<file path="src/rtl/rx_pkg.sv">
// ---------------------------------------------------------------------------
// rx_pkg
// Shared definitions for the UART receive controller.
//   rx_state_e : controller state encoding (IDLE / START_CHK / RECEIVE)
//   BASE_BITS  : frame bits after the start bit with EIGHT = PEN = 0
//                (7 data bits + 1 stop bit)
//   MIN_K      : smallest usable clocks-per-bit value; smaller requests are
//                raised to this so the half-bit target never reaches zero
// ---------------------------------------------------------------------------
package rx_pkg;

    typedef enum logic [1:0] {
        IDLE      = 2'b00,
        START_CHK = 2'b01,
        RECEIVE   = 2'b10
    } rx_state_e;

    localparam int BASE_BITS = 8;
    localparam int MIN_K     = 2;

endpackage

</file>
<file path="src/rtl/rx_bit_timer.sv">
// ---------------------------------------------------------------------------
// rx_bit_timer
// Bit-time counter and target compare for the receive controller.
// The counter runs while a frame is in progress. It raises BTU on the last
// cycle of each half bit (start-bit check) or full bit (data bits).
// Ports:
//   clk    in   system clock
//   rst    in   synchronous active-high reset
//   DOIT   in   frame in progress; counter is held at zero otherwise
//   START  in   start-bit check phase; selects the half-bit target
//   K_l    in   latched, clamped clocks-per-bit (always >= 2)
//   BTU    out  one-cycle bit-time-up strobe
// ---------------------------------------------------------------------------
module rx_bit_timer
    import rx_pkg::*;
#(
    parameter int BAUD_W = 20
) (
    input  logic              clk,
    input  logic              rst,
    input  logic              DOIT,
    input  logic              START,
    input  logic [BAUD_W-1:0] K_l,
    output logic              BTU
);

    logic [BAUD_W-1:0] count_q;
    logic [BAUD_W-1:0] count_d;
    logic [BAUD_W-1:0] target;

    // K_l is never below 2, so the half-bit target is at least 1. The
    // subtraction below therefore cannot wrap.
    always_comb begin
        target  = START ? (K_l >> 1) : K_l;
        BTU     = DOIT && (count_q == (target - BAUD_W'(1)));
        count_d = count_q + BAUD_W'(1);
        if (!DOIT || BTU) begin
            count_d = '0;
        end
    end

    // START_CHK->RECEIVE and RECEIVE->IDLE both happen on a BTU, so the clear
    // on BTU covers them. A false start leaves a stale count for one IDLE
    // cycle. That count cannot strobe because BTU is gated by DOIT, and it is
    // zeroed before START_CHK can be re-entered.
    always_ff @(posedge clk) begin
        if (rst) begin
            count_q <= '0;
        end else begin
            count_q <= count_d;
        end
    end

endmodule

</file>
<file path="src/rtl/rx_ctrl_fsm.sv">
// ---------------------------------------------------------------------------
// rx_ctrl_fsm
// Receive-engine controller. It detects a start edge and checks the start bit
// at half a bit time. It then issues one BTU per bit (mid-bit) and a DONE
// pulse on the last BTU of the frame.
// Ports:
//   clk     in   system clock
//   rst     in   synchronous active-high reset
//   RX      in   synchronized serial input, idle high
//   BAUD_K  in   clocks per bit (values below 2 behave as 2)
//   EIGHT   in   1 = 8 data bits, 0 = 7 data bits
//   PEN     in   parity enable
//   START   out  start-bit check in progress
//   DOIT    out  frame in progress
//   BTU     out  one-cycle bit-time-up strobe
//   DONE    out  one-cycle end-of-frame strobe
// ---------------------------------------------------------------------------
module rx_ctrl_fsm
    import rx_pkg::*;
#(
    parameter int BAUD_W = 20
) (
    input  logic              clk,
    input  logic              rst,
    input  logic              RX,
    input  logic [BAUD_W-1:0] BAUD_K,
    input  logic              EIGHT,
    input  logic              PEN,
    output logic              START,
    output logic              DOIT,
    output logic              BTU,
    output logic              DONE
);

    rx_state_e         state_q;
    rx_state_e         state_d;
    logic [BAUD_W-1:0] kLat_q;
    logic [BAUD_W-1:0] kClamped;
    logic              eightLat_q;
    logic              penLat_q;
    logic [3:0]        bitCnt_q;
    logic [3:0]        lastBit;
    logic              btuRaw;
    logic              falseStart;
    logic              cfgLoad;

    // Moore outputs taken straight from the state register.
    assign START = (state_q == START_CHK);
    assign DOIT  = (state_q != IDLE);

    // Configuration is sampled on the same edge that enters START_CHK.
    assign cfgLoad  = (state_q == IDLE) && !RX;
    assign kClamped = (BAUD_K < BAUD_W'(MIN_K)) ? BAUD_W'(MIN_K) : BAUD_K;

    // Index of the final bit after the start bit: NUM-1 = 7 + EIGHT + PEN.
    assign lastBit = 4'(BASE_BITS - 1) + {3'b000, eightLat_q} + {3'b000, penLat_q};

    rx_bit_timer #(
        .BAUD_W (BAUD_W)
    ) u_bit_timer (
        .clk   (clk),
        .rst   (rst),
        .DOIT  (DOIT),
        .START (START),
        .K_l   (kLat_q),
        .BTU   (btuRaw)
    );

    // A high line during the start check aborts the frame. This takes
    // priority over a coincident half-bit strobe, which must not reach the
    // datapath.
    assign falseStart = (state_q == START_CHK) && RX;
    assign BTU        = btuRaw && !falseStart;
    assign DONE       = BTU && (state_q == RECEIVE) && (bitCnt_q == lastBit);

    // Next-state logic.
    always_comb begin
        state_d = state_q;
        unique case (state_q)
            IDLE: begin
                if (!RX) begin
                    state_d = START_CHK;
                end
            end
            START_CHK: begin
                if (RX) begin
                    state_d = IDLE;
                end else if (btuRaw) begin
                    state_d = RECEIVE;
                end
            end
            RECEIVE: begin
                if (DONE) begin
                    state_d = IDLE;
                end
            end
            default: begin
                state_d = IDLE;
            end
        endcase
    end

    // State register.
    always_ff @(posedge clk) begin
        if (rst) begin
            state_q <= IDLE;
        end else begin
            state_q <= state_d;
        end
    end

    // Frame configuration latch. Mid-frame input changes are ignored.
    always_ff @(posedge clk) begin
        if (rst) begin
            kLat_q     <= '0;
            eightLat_q <= 1'b0;
            penLat_q   <= 1'b0;
        end else if (cfgLoad) begin
            kLat_q     <= kClamped;
            eightLat_q <= EIGHT;
            penLat_q   <= PEN;
        end
    end

    // Bit counter. It is held at zero outside RECEIVE, so it always enters
    // RECEIVE cleared. It counts the RECEIVE strobes of the current frame.
    always_ff @(posedge clk) begin
        if (rst) begin
            bitCnt_q <= '0;
        end else if (state_q != RECEIVE) begin
            bitCnt_q <= '0;
        end else if (BTU) begin
            bitCnt_q <= bitCnt_q + 4'd1;
        end
    end

endmodule
</file>
<file path="config.mk">
export PLATFORM = sky130hd
export DESIGN_NAME = rx_ctrl_fsm
export DESIGN_NICKNAME = d
export VERILOG_FILES = /design/src/rtl/rx_pkg.sv /design/src/rtl/rx_bit_timer.sv /design/src/rtl/rx_ctrl_fsm.sv
export SDC_FILE = /design/constraint.sdc
export NUM_CORES = 1
export LEC_CHECK = 0
export CAP_MARGIN = 15
export CORE_UTILIZATION = 59
export CTS_CLUSTER_DIAMETER = 150
export CTS_CLUSTER_SIZE = 40
export DETAILED_ROUTE_END_ITERATION = 6
export PLACE_DENSITY = 0.84
export RECOVER_POWER = 50
export SLEW_MARGIN = 30
export SYNTH_ARGS = -nofsm -noshare
export SYNTH_HDL_FRONTEND = slang
export SYNTH_SLANG_ARGS = --single-unit
</file>
<file path="constraint.sdc">
create_clock -name clk -period 4.7 [get_ports clk]
set_input_delay 1.41 -clock clk [delete_from_list [all_inputs] [get_ports clk]]
set_output_delay 1.41 -clock clk [all_outputs]
set_load 0.01 [all_outputs]
</file>
==> flow_metrics.tcl <==
set metrics [dict create \
    cts_root_buf "clkbuf_8" \
    synth_top_cell_by_area "dfxtp_1" \
    setup_violations 0 \
    arrival_ps 3270 \
    drc 0 \
    portBuffers 28 \
    start_kind "flip-flop" \
    critPathKind "flip-flop to output pin" \
    synthTopCellsByArea "dfxtp_1 (27%), nand2_1 (6.8%), xnor2_1 (6.5%), a21oi_1 (5.4%), xor2_1 (5.0%)" \
    post-dp-hpwl_um 6474 \
    routed_wl_um 9404 \
    synth-edff-count 0 \
    worstMarginPinSlew_ps 780.5 \
    pre_cts_ws_ps -108.2 \
    cap_violations 0 \
    end_kind "output pin" \
    htreeDepth 2 \
    post-route-min-period_ps 4684 \
    finalInstanceArea_um2 4151 \
    outcome "completed" \
    worstPathMaxFanout 17 \
    numCtsBuffers 5 \
    drt-initial-drc-count 333 \
    via_per_inst 6.375 \
    clk_pin_slew_worst_paths_ps 90 \
    grt_pass1_wl_um 15200 \
    yosysMostFrequentCell "nand2_1" \
    nNetsFinal 524 \
    area_growth_pct 18.58 \
    clock_sinks 48 \
    slew_headroom 0.4797 \
    grt_antenna_before_repair 0 \
    async_flop_share 0 \
    tritoncts "done" \
    dr.pass1.iters 5 \
    synth_nets 489 \
    diodes 0 \
    io_pins 29 \
    grt_pass1_vias 3364 \
    ant_nets 0 \
    synth_area_um2 3501 \
    die-area_um2 6246 \
    syn_area_per_cell_um2 7.611 \
    fin_crit_sh 0.9965 \
    grt_overflow_total 0 \
    leakagePower_nw 1.569 \
    drive_gt1_frac 0.1331 \
    synth_top_cell_area_share 0.2745 \
    initial_core_util 0.6243 \
    grt_use_total 0.3044 \
    finClkSkew_ps 6.618 \
    synthTopCellsByCount "nand2_1 (63), dfxtp_1 (48), a21oi_1 (38)" \
    dpl-instance-area_um2 3931 \
    worstPathRequired_ps 3290 \
    vias 3621 \
    ys_seq_area_frac 0.2745 \
    ir_drop_uv 175.4 \
    setup_slack_ps 16.25 \
    synth_flop_cell "dfxtp_1" \
    syn_inst 460 \
    yosysWarnings 0 \
    clock.fmax_mhz 213.5 \
    row_count 27 \
    insertion_delay_ps 310 \
    core_area_um2 5608 \
    p_per_area_nw_per_um2 252.3 \
    grt_max_degree 27 \
    synth_cell_types 59 \
    place_congestion 0.9611 \
    hold_class "flip-flop to flip-flop" \
    finalMaxSlewViolations 0 \
    fp.dieH_um 79.03 \
    wl_per_cell_um 16.56 \
    die_x_um 79.03 \
    final_util 0.7403 \
    hold_viol 0 \
    ys_seq_elements 48 \
    clk_path_buf_depth 2 \
]
## final timing paths
kind                            slack (ps)  depth (start not counted)                                  to                     from
worst max-delay path                    20                         10                                 BTU  state_q[1]$_SDFFE_PP0P_
worst min-delay path                   460                          2             eightLat_q$_SDFFE_PP0P_  eightLat_q$_SDFFE_PP0P_
worst max register to register         870                         12  u_bit_timer.count_q[13]$_SDFF_PP0_  state_q[1]$_SDFFE_PP0P_
worst min register to register         460                          2             eightLat_q$_SDFFE_PP0P_  eightLat_q$_SDFFE_PP0P_
## layout by cell type (no fill, tap or decap), drive strengths merged, types with 7 or more instances in the layout
cell / instances
inv: 11
buf: 32
and3: 9
nor4: 11
xor2: 20
nor3: 30
clkdlybuf4s50: 23
a21oi: 39
clkbuf: 8
o21ai: 12
and3b: 7
nand2: 64
nand3: 21
mux2i: 14
nor2b: 8
nand2b: 8
nor2: 15
xnor2: 26
dfxtp: 48
nand4: 10
## stage by stage
step	hold WS [ps]	setup TNS (ps)	std cells	power, mW
detailed placement	449.4	-145.4	555	0.7185
global route	505.4	-119.5	568	1.094
floorplan	436.3	0	460	0.6245
finish	458.0	0	568	1.048
CTS	461.8	0	566	1.027
global placement	446.7	-41.74	555	0.7096
## cell families after synthesis
group                    count (synthesis)  synth area share
XOR/XNOR                                46            0.1151
buffers and inverters                   44           0.05468
AND/OR/NAND/NOR                        217            0.3356
AO/OA/AOI/OAI                           86            0.1626
multiplexers                            15           0.04324
flip-flops                              48            0.2745
adder cells (fa/ha/maj)                  4           0.01430
## timing repair
action | CTS | global route
pin swaps | 5 | 3
setup buffers | 3 | 2
setup endpoints to repair | 2 | 2
hold buffers | 0 | 0
resized for setup | 13 | 11
## report_power, final
part | internal (mW) | total (mW) | switching, mW
sequential | 0.418 | 0.436 | 0.0181
combinational | 0.150 | 0.314 | 0.164
clock | 0.158 | 0.297 | 0.139
total | 0.726 | 1.05 | 0.321
## sequential cells by signal, summed over array words and instances (netlist names)
register,cells
bitCnt_q,4
penLat_q,1
kLat_q,20
state_q,2
u_bit_timer.count_q,20
eightLat_q,1
## layer usage
metal  global-route usage  up-vias  wire [um]
met5                    0        -          0
met4               0.1364        0        323
met3              0.04598       42        718
met2               0.4983      177       4323
met1               0.3931     1673       4038
li1                     -     1729          -
## worst max-delay path, cell delays in order, from the launching register on
cell	delay (ps)
dfxtp_1	350
buf_4	220
and3b_1	250
a2111oi_4	490
nand3_1	170
o32ai_1	470
nand4b_1	250
nor4_4	340
nand3_2	120
inv_1	60
dlygate4sd2_1	260
## layout make-up
class | count | area [um^2]
Timing Repair Buffer | 61 | 518.0
Clock inverter | 2 | 35.03
Sequential cell | 48 | 960.9
Multi-Input combinational cell | 368 | 2434
Fill cell | 459 | 1456
Clock buffer | 6 | 72.57
Tap cell | 72 | 90.09
Inverter | 11 | 41.29
No activity file was read; power rests on OpenSTA's default activity.
